===== config.mk =====
export PLATFORM = sky130hd
export DESIGN_NAME = gpio_sequencer
export DESIGN_NICKNAME = d
export VERILOG_FILES = /design/src/rtl/gpio_sequencer.sv
export SDC_FILE = /design/constraint.sdc
export NUM_CORES = 1
export LEC_CHECK = 0
export ABC_AREA = 1
export CORE_MARGIN = 4
export CORE_UTILIZATION = 69
export DETAILED_ROUTE_END_ITERATION = 8
export DONT_BUFFER_PORTS = 1
export PLACE_DENSITY = 0.89
export SLEW_MARGIN = 0
export SYNTH_ARGS = -nofsm -noshare
export SYNTH_HDL_FRONTEND = slang
export SYNTH_SLANG_ARGS = --single-unit

===== constraint.sdc =====
create_clock -name i_clk -period 13.74 [get_ports i_clk]
set_input_delay 2.061 -clock i_clk [delete_from_list [all_inputs] [get_ports i_clk]]
set_output_delay 2.061 -clock i_clk [all_outputs]
set_load 0.05 [all_outputs]

===== src/rtl/gpio_sequencer.sv =====
// Timed GPIO pattern player: host loads {value, hold} entries, FSM writes each value
// to GPIO register 0x00 and holds it for a programmed number of ticks.
module gpio_sequencer #(
  parameter int BITS         = 16,
  parameter int ADDRESS_BITS = 8,
  parameter int DEPTH        = 8,
  parameter int CLK_FREQ     = 12000000,
  parameter int TICK_HZ      = 1000
) (
  input  logic                    i_clk,
  input  logic                    i_rst,
  input  logic [ADDRESS_BITS-1:0] i_address,
  input  logic [BITS-1:0]         i_data_in,
  output logic [BITS-1:0]         o_data_out,
  input  logic                    i_wr,
  output logic [7:0]              o_gpio_address,
  output logic [BITS-1:0]         o_gpio_data,
  output logic                    o_gpio_wr,
  output logic                    o_done
);

  // state | meaning
  // IDLE  | not playing
  // EMIT  | one-cycle GPIO write in flight, counters load
  // HOLD  | value held, hold counter ticking down
  localparam logic [1:0] S_IDLE = 2'd0;
  localparam logic [1:0] S_EMIT = 2'd1;
  localparam logic [1:0] S_HOLD = 2'd2;

  localparam int TICK_CYCLES = CLK_FREQ / TICK_HZ;
  localparam int PW          = $clog2(TICK_CYCLES);
  localparam int IW          = $clog2(DEPTH);
  localparam logic [PW-1:0] PRESC_RELOAD = PW'(TICK_CYCLES - 1);
  localparam logic [4:0]    DEPTH_L      = 5'(DEPTH);

  localparam logic [ADDRESS_BITS-1:0] A_CTRL   = ADDRESS_BITS'(8'h00);
  localparam logic [ADDRESS_BITS-1:0] A_STATUS = ADDRESS_BITS'(8'h01);
  localparam logic [ADDRESS_BITS-1:0] A_LEN    = ADDRESS_BITS'(8'h02);
  localparam logic [ADDRESS_BITS-1:0] A_TBL    = ADDRESS_BITS'(8'h10);

  logic [1:0]    r_state;
  logic [IW-1:0] r_index;
  logic [4:0]    r_length;
  logic          r_loop;
  logic [15:0]   r_table [DEPTH];
  logic [PW-1:0] r_presc;
  logic [7:0]    r_hold_cnt;
  logic [7:0]    r_gpio_data;
  logic          r_gpio_wr;
  logic          r_done;

  logic                    w_ctrl_wr;
  logic                    w_start;
  logic                    w_stop;
  logic [ADDRESS_BITS-1:0] w_tbl_off;
  logic                    w_tbl_hit;
  logic [IW-1:0]           w_tbl_idx;
  logic [4:0]              w_len_wdata;
  logic                    w_last;
  logic [IW-1:0]           w_adv_idx;
  logic [7:0]              w_cur_hold;
  logic [7:0]              w_load_hold;
  logic                    w_tick;
  logic                    w_busy;
  logic                    w_unused_data;

  assign w_ctrl_wr   = i_wr && (i_address == A_CTRL);
  assign w_stop      = w_ctrl_wr && i_data_in[1];
  assign w_start     = w_ctrl_wr && i_data_in[0] && !i_data_in[1] && (r_length != 5'd0);
  assign w_tbl_off   = i_address - A_TBL;
  assign w_tbl_hit   = (i_address >= A_TBL) && (w_tbl_off < ADDRESS_BITS'(DEPTH));
  assign w_tbl_idx   = w_tbl_off[IW-1:0];
  assign w_len_wdata = (i_data_in[4:0] > DEPTH_L) ? DEPTH_L : i_data_in[4:0];
  assign w_unused_data = ^i_data_in;

  // A LENGTH shrunk below the current position makes the current entry the last one.
  assign w_last      = ((5'(r_index) + 5'd1) >= r_length);
  assign w_adv_idx   = w_last ? '0 : r_index + IW'(1);
  assign w_cur_hold  = r_table[r_index][15:8];
  assign w_load_hold = (w_cur_hold == 8'd0) ? 8'd1 : w_cur_hold;
  assign w_tick      = (r_presc == '0);
  assign w_busy      = (r_state != S_IDLE);

  always_ff @(posedge i_clk or posedge i_rst) begin
    if (i_rst) begin
      r_length <= '0;
      r_loop   <= 1'b0;
      for (int i = 0; i < DEPTH; i++) r_table[i] <= '0;
    end else if (i_wr) begin
      if (i_address == A_CTRL) r_loop <= i_data_in[2];
      if (i_address == A_LEN) r_length <= w_len_wdata;
      if (w_tbl_hit) r_table[w_tbl_idx] <= i_data_in[15:0];
    end
  end

  always_ff @(posedge i_clk or posedge i_rst) begin
    if (i_rst) begin
      r_state     <= S_IDLE;
      r_index     <= '0;
      r_presc     <= '0;
      r_hold_cnt  <= '0;
      r_gpio_data <= '0;
      r_gpio_wr   <= 1'b0;
      r_done      <= 1'b0;
    end else begin
      r_gpio_wr <= 1'b0;
      r_done    <= 1'b0;
      if (w_stop) begin
        r_state <= S_IDLE;
      end else if (w_start) begin
        r_state     <= S_EMIT;
        r_index     <= '0;
        r_gpio_wr   <= 1'b1;
        r_gpio_data <= r_table[0][7:0];
      end else begin
        case (r_state)
          S_EMIT: begin
            r_presc    <= PRESC_RELOAD;
            r_hold_cnt <= w_load_hold;
            r_state    <= S_HOLD;
          end
          S_HOLD: begin
            if (!w_tick) begin
              r_presc <= r_presc - PW'(1);
            end else begin
              r_presc <= PRESC_RELOAD;
              if (r_hold_cnt > 8'd1) begin
                r_hold_cnt <= r_hold_cnt - 8'd1;
              end else if (!w_last || r_loop) begin
                r_index     <= w_adv_idx;
                r_state     <= S_EMIT;
                r_gpio_wr   <= 1'b1;
                r_gpio_data <= r_table[w_adv_idx][7:0];
              end else begin
                r_state <= S_IDLE;
                r_done  <= 1'b1;
              end
            end
          end
          default: r_state <= S_IDLE;
        endcase
      end
    end
  end

  always_comb begin
    o_data_out = '0;
    if (i_address == A_CTRL) begin
      o_data_out[2] = r_loop;
    end else if (i_address == A_STATUS) begin
      o_data_out[0]   = w_busy;
      o_data_out[7:4] = 4'(r_index);
    end else if (i_address == A_LEN) begin
      o_data_out[4:0] = r_length;
    end else if (w_tbl_hit) begin
      o_data_out[15:0] = r_table[w_tbl_idx];
    end
  end

  assign o_gpio_address = 8'h00;
  assign o_gpio_data    = {{(BITS-8){1'b0}}, r_gpio_data};
  assign o_gpio_wr      = r_gpio_wr;
  assign o_done         = r_done;

endmodule


* Word-level counts from Yosys, hierarchy flattened *
Cells that the tools add are included.

storage, ports and cells
  register bits after elaboration = 171
  input bits = 27
  word-level logic and storage cells = 129

operators by class
  add/sub/neg operators = 5
  $lt $le $gt $ge = 9
  eq/ne operators = 9
  multiplexer cells = 58
  bitwise gates (word level) = 5
  reductions and logical operators = 26

operators by type and width
  operator                                             number
  binary-select mux 16 bit (select 3 bit)              3
  bitwise mux 128 bit                                  1
  two-way mux 16 bit                                   6
  two-way mux 8 bit                                    11
  demux 16 bit (select 3 bit)                          1
  case mux 14 bit (2 select lines)                     1
  two-way mux 3 bit                                    7
  logical NOT 8 bit                                    2
  case mux 8 bit (2 select lines)                      1
  two-way mux 1 bit                                    15
  logical NOT 14 bit                                   1
  two-way mux 14 bit                                   1
  subtractor 14 x 1 -> 14 bit, second input constant   1
  two-way mux 13 bit                                   1
  >= comparator 4 bit, second input constant           3
  NOT 3 -> 4 bit                                       3
  two-way mux 11 bit                                   1
  two-way mux 2 bit                                    5
  two-way mux 5 bit                                    2
  AND reduction 5 bit                                  2
  nonzero test 2 bit                                   5
  equality test 8 x 1 -> 1 bit, second input constant  1
  equality test 8 x 2 -> 1 bit, second input constant  1
  >= comparator 8 x 5 -> 1 bit, second input constant  1
  other kinds (22)                                     36

* Longest topological paths before layout *
Gate-level depths: netlist (run 1).

  depth after elaboration = 12
  depth in mapped cells = 19

* Worst setup path before layout (run 1) *
Ideal clock, no wire load.

  path kind = input-to-output
  start = input i_address[3]
  end = output o_data_out[15]
  arrival time = 5.149 ns
  path slack = 6.530 ns
  stages = 6
  buffers on the path = 0
  cells stage by stage = or2_1 -> inv_2 -> nand3_4 -> clkinv_1 -> o21ai_0 -> a2111oi_0

on the way
  cells in the longest elaborated chain, start to end = 7
  elaborated cells between the ends (all ways) = 11

ends and longest elaborated chain
  item                                 RTL line  text
  from (decl)                          12        input logic [ADDRESS_BITS-1:0] i_address,
  subtractor 8 x 5 -> 8 bit            70        assign w_tbl_off = i_address - A_TBL;
  less-than comparator 8 x 4 -> 1 bit  71        assign w_tbl_hit = (i_address >= A_TBL) && (w_tbl_off < ADDRESS_BITS'(DEPTH));
  logical AND 1 bit                    71
  two-way mux 16 bit                   155       end else if (w_tbl_hit) begin
  two-way mux 11 bit                   153       end else if (i_address == A_LEN) begin
  two-way mux 8 bit                    150       end else if (i_address == A_STATUS) begin
  two-way mux 13 bit (*)               148       if (i_address == A_CTRL) begin
  to (decl)                            14        output logic [BITS-1:0] o_data_out,

Mark *: on every way between the ends. The rest lies on a longest branch, timed or not.

* Final worst setup path (run 1) *
  start = input i_address[1]
  end = output o_data_out[12]

on the way
  cells in the longest elaborated chain, start to end = 9
  elaborated cells between the ends (all ways) = 15

ends and longest elaborated chain
  item                                                                               RTL line
  parallel branches: the longest is 8 deep, another holds subtractor 8 x 5 -> 8 bit  --
  two-way mux 13 bit (*)                                                             148

Mark *: on every way between the ends. The select of a mux whose other input is x is not followed.

==> tab_implementation.tex, run 1 <==
\begin{tabular}{lr}
\hline
Metric & Value \\
\hline
\multicolumn{2}{l}{\textbf{STA}} \\
\quad Slack of the critical path & roughly 7.4 ns \\
\quad Worst Tran Pin Value & 1.312 ns \\
\quad Setup Viol. Count Final & 0 \\
\quad Worst-case headroom to the max-slew limit & 12.29\% \\
\quad FMAX & about 160 MHz \\
\quad Final cycle utilization of the critical path & between 40\% and 50\% \\
\quad RSZ-0062 raised after global routing & false \\
\quad Final critical-path required period & 6.322 ns \\
\quad Setup total negative slack & 0 ns \\
\quad Hold violation count in the final report & 0 \\
\quad Setup skew after layout & 0.01306 ns \\
\quad Number of pins exceeding their max-slew limit in the final report & 0 \\
\multicolumn{2}{l}{\textbf{Yosys}} \\
\quad Main area contributors after synthesis & dfrtp\_1, nand2\_1, o21ai\_0 \\
\quad Sequential share of the synthesized area & 44.08\% \\
\quad Synth Warn \# & 0 \\
\quad Most area-hungry cell type in the Yosys netlist & dfrtp\_1 \\
\quad Area share of the largest cell type after synthesis & approximately 44\% \\
\quad Count of flip-flops with a built-in enable after synthesis & 0 \\
\quad Most frequently used flop master after synthesis & dfrtp\_1 \\
\quad Number of distinct library cell variants in the gate-level netlist after synthesis & 44 \\
\quad Async S/R FF share, synth & 100.0\% \\
\quad Syn avg cell area & $\sim$7.3 sq um \\
\quad Cell area after synthesis & 9708 sq um \\
\quad Seq cells post-synth & about 170 \\
\quad Number of cells produced by synthesis & 1,330 \\
\multicolumn{2}{l}{\textbf{Die}} \\
\quad Die outline height & about 130 um \\
\quad DIE AREA & 16,030 sq um \\
\quad Floorplan Core Area & 13,830 sq um \\
\quad I/O pins & 69 \\
\quad Horiz. Die Dim & 126.6 um \\
\quad Number of rows in the core area & 43 \\
\quad Initial standard-cell utilization of the core & 70.21\% \\
\multicolumn{2}{l}{\textbf{Clocking}} \\
\quad Insertion delay of the later-clocked pin in the worst-skew pair & approximately 0.45 ns \\
\quad H-tree Lvls & 4 \\
\quad Post CTS Setup Buffer Count & 0 \\
\quad CTS tree & built \\
\quad Clk buf depth & 2 \\
\quad Number of buffers created by CTS & 17 \\
\quad PostCTS Resize Cnt & 0 \\
\quad Clk slew on worst S/H paths & 0.07 ns \\
\quad Clock tree root buffer cell & clkbuf\_16 \\
\quad Cts hold-fix bufs & 0 \\
\quad CTS sink cnt & $\sim$170 \\
\multicolumn{2}{l}{\textbf{Power}} \\
\quad Power per unit of standard cell area & around 120 nW/um\^{}2 \\
\quad Logic gate share of total power & 13.7\% \\
\quad Relative contribution of the clock network to total power & between 40\% and 50\% \\
\quad Net switching component of the power & approximately 0.38 mW \\
\quad Switching part of the total & a little under 30\% \\
\quad Sequential share of power & a little under half \\
\quad Leakage power of the design & 4.965 nW \\
\quad Worst supply voltage drop on vdd & about 140 uV \\
\quad Pwr Total & about 1.3 mW \\
\quad Internal cell power & 0.8926 mW \\
\multicolumn{2}{l}{\textbf{Placed design}} \\
\quad Global placer's final weighted congestion & 0.9803 \\
\quad Setup slack after placement & 7.542 ns \\
\quad I/O Buffers & 0 \\
\quad HPWL reported at the end of detailed placement & 17.81 mm \\
\multicolumn{2}{l}{\textbf{Worst setup path}} \\
\quad Reg2reg start & r\_index[1] \\
\quad Worst Setup Start Kind & input port \\
\quad Worst reg2reg path endpoint & r\_gpio\_data[7] \\
\quad Critical path's slowest cell & a221oi\_2 \\
\quad Type of destination of the critical path & output pin \\
\quad Arrival time of the worst setup path & 4.26 ns \\
\quad Number of cells on the worst reg-to-reg path & 16 \\
\quad Internal reg-to-reg setup slack & 9.00 ns \\
\quad Maximum fanout encountered on the critical timing path & 16 \\
\quad Required time of the critical path & about 12 ns \\
\quad Critical path type & in2out \\
\quad Largest stage delay, worst path & 0.94 ns \\
\quad Crit-path cells & nand2\_1 -> inv\_1 -> a21oi\_1 -> o221ai\_1 -> a221oi\_2 \\
\multicolumn{2}{l}{\textbf{Drt}} \\
\quad Final WL & 28.39 mm \\
\quad Drt wl/cell & approximately 19 um \\
\quad Count of TritonRoute iterations in the first routing pass & 7 \\
\quad Via-per-instance ratio & 6.431 \\
\quad Number of DRC markers after the initial detailed-route iteration & around 1,400 \\
\quad DRT antenna net count & 0 \\
\quad Routed via count & a little under 10,000 \\
\quad Post-route DRC violation count & 0 \\
\multicolumn{2}{l}{\textbf{Layout}} \\
\quad Layout overhead on the synthesized area & 7.514\% \\
\quad Area of the multi-input gates & 4591 sq um \\
\quad Antenna diode count & 0 \\
\quad Number of fill cells & 1,027 \\
\quad Fraction of final layout cells with drive strength greater than 1 & 7.312\% \\
\quad Area used by sequential logic in the layout & around 4300 sq um \\
\quad Net count reported at finish & 1,338 \\
\multicolumn{2}{l}{\textbf{GRT}} \\
\quad Wire length of the first global-routing pass & 45.26 mm \\
\quad Overflow after GRT & 0 \\
\quad All-Layer GR Usage & 35.53\% \\
\quad Number of global-route vias before repair & slightly below 9,000 \\
\quad Pin count of the biggest net entering global routing & 89 \\
\quad Number of antenna violations at the first check in global routing & 0 \\
\multicolumn{2}{l}{\textbf{Min path}} \\
\quad Worst hold path startpoint & r\_table[13] \\
\quad Cell depth of the worst hold path & 2 \\
\quad Worst-case hold path end point & r\_table[13] \\
\quad Type of the most critical hold path & reg2reg \\
\multicolumn{2}{l}{\textbf{Status}} \\
\quad Outcome & finished, final reports clean \\
\multicolumn{2}{l}{\textbf{Job}} \\
\quad Number of max-capacitance violations reported & 0 \\
\hline
\end{tabular}
## registers in the layout (all words and copies together) (netlist names), 2 cells and up
signal	flops
r_gpio_data	8
r_hold_cnt	8
r_index	3
r_length	5
r_presc	14
r_state	2
r_table	128
## area by class of cell
type	instances	share of cell area [%]
tap	180	2.158
clock inverter	14	1.930
clock buffer	18	4.208
sequential	171	41.00
multi-input combinational	944	43.98
timing repair buffer	19	1.367
inverter	147	5.358
## kinds of logic after synthesis
kind of cell               synth area share, %
buffers and inverters                    9.769
xor gates and xnor gates                0.2707
adders and majority gates                1.418
other                                  0.03863
DFF                                      44.08
AOI/OAI and AO/OA                        18.66
and+or+nand+nor                          25.76
## worst max path at each step
stage                     cells past startpoint  slack [ns]    startpoint        endpoint
after floorplan                               6        6.53  i_address[3]  o_data_out[15]
after global placement                        6        7.60  i_address[0]   o_data_out[3]
after detailed placement                      5        7.54  i_address[1]  o_data_out[12]
after CTS                                     6        7.54  i_address[0]   o_data_out[3]
after global routing                          5        7.36  i_address[1]  o_data_out[12]
final                                         5        7.42  i_address[1]  o_data_out[12]
## cells in the mapped netlist (2+ instances only)
cell type and count:
o221ai_1 12, nand3_1 69, inv_1 131, nor4_1 6, a221oi_1 2, buf_2 12, clkbuf_1 51, a21oi_1 58
a31oi_1 4, clkinv_1 2, nand2_2 4, buf_1 3, dfrtp_1 171, nor2_1 120, o21ai_0 187, or2_0 3
nand2_1 323, o2111ai_1 4, inv_2 13, o21ai_1 28, xor2_1 2, ha_1 11, nand3_4 2, o22ai_1 19
o211ai_1 15, or2_1 6, nand4_1 26, buf_4 16, nor2_2 7, nor2_4 3, nor3_1 7
## stage by stage
step                util, %  hold slack, ns  instance area (sq um)  instances
finish                75.49          0.4853                  10440       1493
global route          75.49          0.5181                  10440       1493
CTS                   75.49          0.4903                  10440       1493
detailed placement    70.85          0.4733                   9797       1461
global placement      70.85          0.4667                   9797       1461
floorplan                 -          0.4530                   9764       1345
## per-layer routing
layer / up-vias / GRT usage (%) / share of wire (%)
met5: - / 0 / 0
met2: 742 / 53.24 / 45
met3: 147 / 9.726 / 13
li1: 4293 / - / -
met1: 4419 / 48.57 / 38
met4: 0 / 16.47 / 5.1
## power by group through the flow
stage	clock network, mW	logic (mW)	registers, mW
after floorplan	0	0.140	0.573
after global placement	0	0.162	0.581
after detailed placement	0	0.169	0.581
after CTS	0.522	0.172	0.573
after global routing	0.546	0.197	0.578
final	0.523	0.175	0.574
## cells in the final DEF, fill, tap and decap left out, drive strengths merged, types with 3 or more instances in the layout
cell / Yosys / final
nand2: 328 / 328
o21ai: 215 / 215
dfrtp: 171 / 171
inv: 145 / 153
nor2: 131 / 131
nand3: 72 / 72
a21oi: 58 / 58
nand4: 27 / 27
o22ai: 19 / 19
buf: 32 / 19
clkbuf: 51 / 18
conb: 1 / 16
o211ai: 15 / 15
o221ai: 12 / 12
ha: 11 / 11
or2: 9 / 9
nor3: 8 / 8
nor4: 6 / 6
o2111ai: 4 / 4
a31oi: 4 / 4
bufinv: 0 / 3
clkinv: 2 / 3
## worst max-delay path: cells and delay by family
| kind | cells | cell delay [ns] |
|---|---|---|
| AOI/OAI and AO/OA | 3 | 1.32 |
| and+or+nand+nor | 1 | 0.48 |
| buffers and inverters | 1 | 0.39 |
(Power assumes the default switching activity.)
==> inputs of run 2 (changes only) <==
--- a/config.mk
+++ b/config.mk
@@ -7,10 +7,10 @@
 export LEC_CHECK = 0
 export ABC_AREA = 1
 export CORE_MARGIN = 4
-export CORE_UTILIZATION = 69
+export CORE_UTILIZATION = 58
 export DETAILED_ROUTE_END_ITERATION = 8
 export DONT_BUFFER_PORTS = 1
-export PLACE_DENSITY = 0.89
+export PLACE_DENSITY = 0.8
 export SLEW_MARGIN = 0
 export SYNTH_ARGS = -nofsm -noshare
 export SYNTH_HDL_FRONTEND = slang
==> constraint.sdc (replaced) <==
create_clock -name i_clk -period 5.75 [get_ports i_clk]
set_input_delay 0.8625 -clock i_clk [delete_from_list [all_inputs] [get_ports i_clk]]
set_output_delay 0.8625 -clock i_clk [all_outputs]
set_load 0.05 [all_outputs]
==> run 2 against run 1 <==
Effect of this change: via count is 1.9% lower; combinational power is 140% higher; largest cell class unchanged; wire length is 1.4% higher; clock power is 130% higher; clock skew is 0.0049 ns lower; critical path type unchanged; count of clock-buffer cells in the layout is 5 higher; hold slack worse by 0.20 ns; first-iteration DRC count is 15% higher; power is 130% higher.
==> tab_implementation.tex, run 2 (synthesis gave the netlist of run 1 again) <==
\begin{tabular}{lr}
\hline
Metric & Value \\
\hline
\multicolumn{2}{l}{\textbf{Worst setup path}} \\
\quad Required time of the critical path & 4.89 ns \\
\quad Worst Setup Start Kind & input port \\
\quad Maximum fanout encountered on the critical timing path & 16 \\
\quad Type of destination of the critical path & output pin \\
\quad Critical path type & in2out \\
\quad Arrival time of the worst setup path & 3.19 ns \\
\multicolumn{2}{l}{\textbf{Drt}} \\
\quad Via-per-instance ratio & between 6 and 7 \\
\quad Drt wl/cell & 18.75 um \\
\quad Final WL & 28.80 mm \\
\quad Post-route DRC violation count & 0 \\
\quad Number of DRC markers after the initial detailed-route iteration & between 1,500 and 2,000 \\
\quad Routed via count & 9,419 \\
\quad Count of TritonRoute iterations in the first routing pass & 8 \\
\quad DRT antenna net count & 0 \\
\multicolumn{2}{l}{\textbf{Clocking}} \\
\quad Clock tree root buffer cell & clkbuf\_16 \\
\quad Clk buf depth & 2 \\
\quad PostCTS Resize Cnt & 0 \\
\quad CTS tree & built \\
\quad Number of buffers created by CTS & 17 \\
\quad Post CTS Setup Buffer Count & 0 \\
\quad Cts hold-fix bufs & 0 \\
\quad Insertion delay of the later-clocked pin in the worst-skew pair & between 0.4 and 0.5 ns \\
\quad H-tree Lvls & 4 \\
\quad Clk slew on worst S/H paths & about 0.060 ns \\
\quad CTS sink cnt & approximately 170 \\
\multicolumn{2}{l}{\textbf{Placed design}} \\
\quad Setup slack after placement & 1.773 ns \\
\quad HPWL reported at the end of detailed placement & 18.77 mm \\
\quad Global placer's final weighted congestion & between 0.9 and 1 \\
\quad I/O Buffers & 0 \\
\multicolumn{2}{l}{\textbf{Layout}} \\
\quad Flip-flop count of the largest register, all copies and words added & 128 \\
\quad Register with the most flip-flops & r\_table \\
\quad Leading registers by flop count & r\_table x128, r\_presc x14 \\
\quad Area of the multi-input gates & 4591 sq um \\
\quad Layout overhead on the synthesized area & 7.939\% \\
\quad Commonest cells after routing, fill and taps aside & nand2\_1, o21ai\_0, dfrtp\_1 \\
\quad Most common library cell in the layout ignoring fill and taps & nand2\_1 \\
\quad Number of fill cells & 1,453 \\
\quad Fraction of final layout cells with drive strength greater than 1 & 7.447\% \\
\quad Area used by sequential logic in the layout & 4279 sq um \\
\quad Net count reported at finish & roughly 1,300 \\
\quad Antenna diode count & 0 \\
\multicolumn{2}{l}{\textbf{Die}} \\
\quad Die outline height & around 140 um \\
\quad DIE AREA & about 19,000 sq um \\
\quad I/O pins & 69 \\
\quad Initial standard-cell utilization of the core & 58.96\% \\
\quad Number of rows in the core area & 47 \\
\quad Horiz. Die Dim & roughly 140 um \\
\quad Floorplan Core Area & 16,470 sq um \\
\multicolumn{2}{l}{\textbf{STA}} \\
\quad RSZ-0062 raised after global routing & false \\
\quad Setup skew after layout & 0.008114 ns \\
\quad FMAX & 246.8 MHz \\
\quad Final critical-path required period & 4.051 ns \\
\quad Worst Tran Pin Value & 1.281 ns \\
\quad Slack of the critical path & 1.699 ns \\
\quad Hold slack & around 0.29 ns \\
\quad Final cycle utilization of the critical path & 70.46\% \\
\quad Setup total negative slack & 0 ns \\
\quad Hold violation count in the final report & 0 \\
\quad Worst-case headroom to the max-slew limit & 14.42\% \\
\quad Setup Viol. Count Final & 0 \\
\quad Number of pins exceeding their max-slew limit in the final report & 0 \\
\multicolumn{2}{l}{\textbf{Status}} \\
\quad Outcome & finished, final reports clean \\
\multicolumn{2}{l}{\textbf{Min path}} \\
\quad Type of the most critical hold path & in2async \\
\multicolumn{2}{l}{\textbf{GRT}} \\
\quad All-Layer GR Usage & 31.17\% \\
\quad Number of global-route vias before repair & $\sim$8,600 \\
\quad Number of antenna violations at the first check in global routing & 0 \\
\quad Wire length of the first global-routing pass & 45.51 mm \\
\quad Overflow after GRT & 0 \\
\quad Pin count of the biggest net entering global routing & 78 \\
\multicolumn{2}{l}{\textbf{Job}} \\
\quad Number of max-capacitance violations reported & 0 \\
\multicolumn{2}{l}{\textbf{Power}} \\
\quad Power per unit of standard cell area & 284.0 nW/um\^{}2 \\
\quad Pwr Total & about 3.0 mW \\
\quad Worst supply voltage drop on vdd & 242.0 uV \\
\quad Leakage power of the design & roughly 5.0 nW \\
\hline
\end{tabular}
==> run 2: cell count changes in the layout (fill, tap and decap cells not counted) <==
cell       before  now
buf_4          19   22
bufinv_16       3    2
clkbuf_1        0    1
clkbuf_8        1    5
clkinv_2        0    2
clkinv_4        0    3
clkinv_8        1    0
inv_6           5    1
inv_8           4    0
==> run 2: final timing paths <==
path,cells after the start,slack [ns],to,startpoint
min in group i_clk,2,0.48,r_table[56],r_table[56]
max in group asynchronous,2,4.09,r_table[23],i_rst
max,5,1.70,o_data_out[12],i_address[1]
min reg2reg,2,0.48,r_table[56],r_table[56]
min,1,0.29,r_presc[2],i_rst
max reg2reg,16,2.12,r_gpio_data[3],r_index[2]
==> run 2: area by class of cell <==
cell class	instances	share of cell area [%]
flip-flops and latches	171	40.84
well taps	220	2.627
inverters	147	5.337
repair buffers	22	1.576
multi-input cells	944	43.81
clock inverters	9	1.063
clock buffers	23	4.752
==> run 2: layer usage <==
layer	track usage [%]	vias to the layer above	part of all wire, %
met1	43.93	4377	40
met4	12.58	0	3.3
met2	47.25	639	45
li1	-	4304	-
met3	6.465	99	11
met5	0	-	0
==> run 2: report_power, final <==
part / switching, mW / total, mW / internal (mW) / leakage (nW)
sequential: 0.0776 / 1.37 / 1.29 / 2.28
clock: 0.489 / 1.19 / 0.698 / 0.295
combinational: 0.293 / 0.418 / 0.125 / 2.39
total: 0.859 / 2.98 / 2.12 / 4.97
==> run 2: worst max-delay path: stages <==
cell	delay, ns
nand2_1	0.56
inv_1	0.44
a21oi_1	0.24
o221ai_1	0.14
a221oi_2	0.93
==> run 2: per-stage QoR <==
step                      utilization, %  std cells  cell area, sq um
final                              63.64       1536             10480
after global placement             59.94       1504              9869
after detailed placement           59.94       1504              9869
after global routing               63.64       1536             10480
after floorplan                        -       1345              9764
after CTS                          63.64       1536             10480
==> inputs of run 3 (changes only) <==
--- a/config.mk
+++ b/config.mk
@@ -7,10 +7,10 @@
 export LEC_CHECK = 0
 export ABC_AREA = 1
 export CORE_MARGIN = 4
-export CORE_UTILIZATION = 58
+export CORE_UTILIZATION = 64
 export DETAILED_ROUTE_END_ITERATION = 8
 export DONT_BUFFER_PORTS = 1
-export PLACE_DENSITY = 0.8
+export PLACE_DENSITY = 0.84
 export SLEW_MARGIN = 0
 export SYNTH_ARGS = -nofsm -noshare
 export SYNTH_HDL_FRONTEND = slang
==> constraint.sdc (replaced) <==
create_clock -name i_clk -period 4 [get_ports i_clk]
set_input_delay 0.6 -clock i_clk [delete_from_list [all_inputs] [get_ports i_clk]]
set_output_delay 0.6 -clock i_clk [all_outputs]
set_load 0.05 [all_outputs]
==> run 3 against run 2 <==
Effect of this change: via count increased by 1.5%; sequential power increased by 44%; combinational power increased by 46%; register-to-register slack got worse by 1.4 ns; worst setup slack got worse by 0.99 ns; critical path depth increased by 8; power increased by 44%; utilization increased by 8.2 points; first-iteration DRC count decreased by 4.8%; final cell count decreased by 1.2%.
==> tab_implementation.tex, run 3 (synthesis gave the netlist of run 1 again) <==
\begin{tabular}{lr}
\hline
Metric & Value \\
\hline
\multicolumn{2}{l}{\textbf{STA}} \\
\quad Final cycle utilization of the critical path & 82.16\% \\
\quad Final critical-path required period & 3.286 ns \\
\quad Hold violation count in the final report & 0 \\
\quad Slack of the critical path & between 0.7 and 0.8 ns \\
\quad Number of pins exceeding their max-slew limit in the final report & 0 \\
\quad Setup skew after layout & 0.01173 ns \\
\quad Worst Tran Pin Value & between 1 and 1.5 ns \\
\quad Worst-case headroom to the max-slew limit & between 10\% and 20\% \\
\quad RSZ-0062 raised after global routing & false \\
\quad Setup Viol. Count Final & 0 \\
\quad Setup total negative slack & 0 ns \\
\quad FMAX & 304.3 MHz \\
\multicolumn{2}{l}{\textbf{Die}} \\
\quad Horiz. Die Dim & 131.2 um \\
\quad Initial standard-cell utilization of the core & 66.05\% \\
\quad DIE AREA & about 17,000 sq um \\
\quad I/O pins & about 70 \\
\quad Floorplan Core Area & 14,700 sq um \\
\quad Die outline height & 131.2 um \\
\quad Number of rows in the core area & 44 \\
\multicolumn{2}{l}{\textbf{Drt}} \\
\quad Post-route DRC violation count & 0 \\
\quad Count of TritonRoute iterations in the first routing pass & 8 \\
\quad Routed via count & 9,558 \\
\quad Number of DRC markers after the initial detailed-route iteration & $\sim$1,500 \\
\quad Via-per-instance ratio & 6.301 \\
\quad DRT antenna net count & 0 \\
\quad Drt wl/cell & 18.97 um \\
\quad Final WL & 28.77 mm \\
\multicolumn{2}{l}{\textbf{Clocking}} \\
\quad H-tree Lvls & 4 \\
\quad Number of buffers created by CTS & 17 \\
\quad Clock tree root buffer cell & clkbuf\_16 \\
\quad Clk buf depth & 2 \\
\quad Post CTS Setup Buffer Count & 0 \\
\quad PostCTS Resize Cnt & 0 \\
\quad CTS sink cnt & 171 \\
\quad CTS tree & built \\
\quad Cts hold-fix bufs & 0 \\
\quad Insertion delay of the later-clocked pin in the worst-skew pair & 0.45 ns \\
\quad Clk slew on worst S/H paths & 0.07 ns \\
\multicolumn{2}{l}{\textbf{Placed design}} \\
\quad Global placer's final weighted congestion & approximately 0.94 \\
\quad I/O Buffers & 0 \\
\quad HPWL reported at the end of detailed placement & 18.63 mm \\
\quad Setup slack after placement & about 0.93 ns \\
\multicolumn{2}{l}{\textbf{Worst setup path}} \\
\quad Worst Setup Start Kind & flop \\
\quad Crit-path leading delay family & simple AND/OR/NAND/NOR gates \\
\quad Internal reg-to-reg setup slack & 0.71 ns \\
\quad Type of destination of the critical path & flop \\
\quad Buffers plus inverters on the worst setup path & 4 \\
\quad Arrival time of the worst setup path & 3.67 ns \\
\quad Number of cells on the worst reg-to-reg path & 13 \\
\quad Crit-path cells & buf\_4 -> inv\_2 -> nor3\_1 -> ha\_1 -> inv\_1 -> nor2\_1 -> nand2\_1 -> nand3\_1 -> nor2\_1 -> nand2\_1 -> nand3\_1 -> nand2\_1 -> inv\_1 \\
\quad Logic depth of the worst path, buffers included & 13 \\
\quad Critical path type & reg2reg \\
\quad Critical path's slowest cell & nor2\_1 \\
\quad Largest stage delay, worst path & 0.71 ns \\
\quad Required time of the critical path & between 4 and 5 ns \\
\quad Maximum fanout encountered on the critical timing path & 40 \\
\quad Dominant cell type by count on the critical path & nand2\_1 \\
\multicolumn{2}{l}{\textbf{Layout}} \\
\quad Layout overhead on the synthesized area & 8.739\% \\
\quad Leading registers by flop count & r\_table x128, r\_presc x14 \\
\quad Flip-flop count of the largest register, all copies and words added & 128 \\
\quad Antenna diode count & 0 \\
\quad Core Util, Final & between 70\% and 80\% \\
\quad Commonest cells after routing, fill and taps aside & nand2\_1, o21ai\_0, dfrtp\_1 \\
\quad Most common library cell in the layout ignoring fill and taps & nand2\_1 \\
\quad Fraction of final layout cells with drive strength greater than 1 & 8.552\% \\
\quad Register with the most flip-flops & r\_table \\
\quad Net count reported at finish & 1,358 \\
\multicolumn{2}{l}{\textbf{Power}} \\
\quad Internal cell power & roughly 3.0 mW \\
\quad Worst supply voltage drop on vdd & 345.2 uV \\
\quad Leakage power of the design & 5.040 nW \\
\quad Pwr Total & 4.275 mW \\
\quad Logic gate share of total power & $\sim$14\% \\
\quad Net switching component of the power & 1.268 mW \\
\quad Sequential share of power & 46.1\% \\
\quad Power per unit of standard cell area & slightly above 400 nW/um\^{}2 \\
\quad Relative contribution of the clock network to total power & approximately two fifths \\
\quad Switching part of the total & 29.66\% \\
\multicolumn{2}{l}{\textbf{GRT}} \\
\quad Overflow after GRT & 0 \\
\quad Pin count of the biggest net entering global routing & 107 \\
\quad Number of global-route vias before repair & 8,868 \\
\quad Number of antenna violations at the first check in global routing & 0 \\
\quad Wire length of the first global-routing pass & between 40 and 50 mm \\
\quad All-Layer GR Usage & 33.48\% \\
\multicolumn{2}{l}{\textbf{Status}} \\
\quad Outcome & finished, final reports clean \\
\multicolumn{2}{l}{\textbf{Min path}} \\
\quad Type of the most critical hold path & in2async \\
\multicolumn{2}{l}{\textbf{Job}} \\
\quad Number of max-capacitance violations reported & 0 \\
\hline
\end{tabular}
-- run 3: per-stage QoR --
stage,instances,hold slack [ns],instance area [sq um]
3_3_place_gp,1485,0.4665,9963
3_5_place_dp,1485,0.4745,9963
5_1_grt,1517,0.2115,10560
6_report,1517,0.1511,10560
2_1_floorplan,1345,0.4530,9769
4_1_cts,1517,0.1591,10560
-- run 3: layer usage --
layer | up-vias | track usage, % | wire length [um]
met5 | - | 0 | 0
met4 | 0 | 16.16 | 1175
met3 | 132 | 9.251 | 3520
met2 | 654 | 49.42 | 12690
met1 | 4431 | 46.07 | 11380
li1 | 4341 | - | -
-- run 3: area by class of cell --
| cell class | instances | area, sq um |
|---|---|---|
| Inverter | 147 | 558.0 |
| Timing Repair Buffer | 39 | 305.3 |
| Tap cell | 184 | 230.2 |
| Sequential cell | 171 | 4279 |
| Multi-Input combinational cell | 944 | 4591 |
| Fill cell | 1180 | 4143 |
| Clock buffer | 21 | 460.4 |
| Clock inverter | 11 | 132.6 |
-- run 3: worst paths after layout --
check | from | end
setup / recovery | r_index[0] | r_gpio_data[0]
hold / removal | i_rst | r_table[125]
setup reg to reg | r_index[0] | r_gpio_data[0]
hold reg to reg | r_table[37] | r_table[37]
max in group asynchronous | i_rst | r_table[5]
min in group i_clk | i_wr | r_loop
-- run 3: power by group through the flow --
stage | Clock [mW] | Sequential [mW] | Combinational (mW)
after detailed placement | 0 | 2.00 | 0.595
after floorplan | 0 | 1.97 | 0.480
final | 1.69 | 1.97 | 0.611
after global placement | 0 | 1.99 | 0.575
after global routing | 1.76 | 1.98 | 0.691
after CTS | 1.69 | 1.97 | 0.600
-- run 3: worst register-to-register path, cell delays in order, from the launching register on --
cell     delay, ns
dfrtp_1       0.53
buf_4         0.44
inv_2         0.07
nor3_1        0.21
ha_1          0.26
inv_1         0.05
nor2_1        0.03
nand2_1       0.36
nand3_1       0.20
nor2_1        0.71
nand2_1       0.16
nand3_1       0.11
nand2_1       0.05
inv_1         0.04
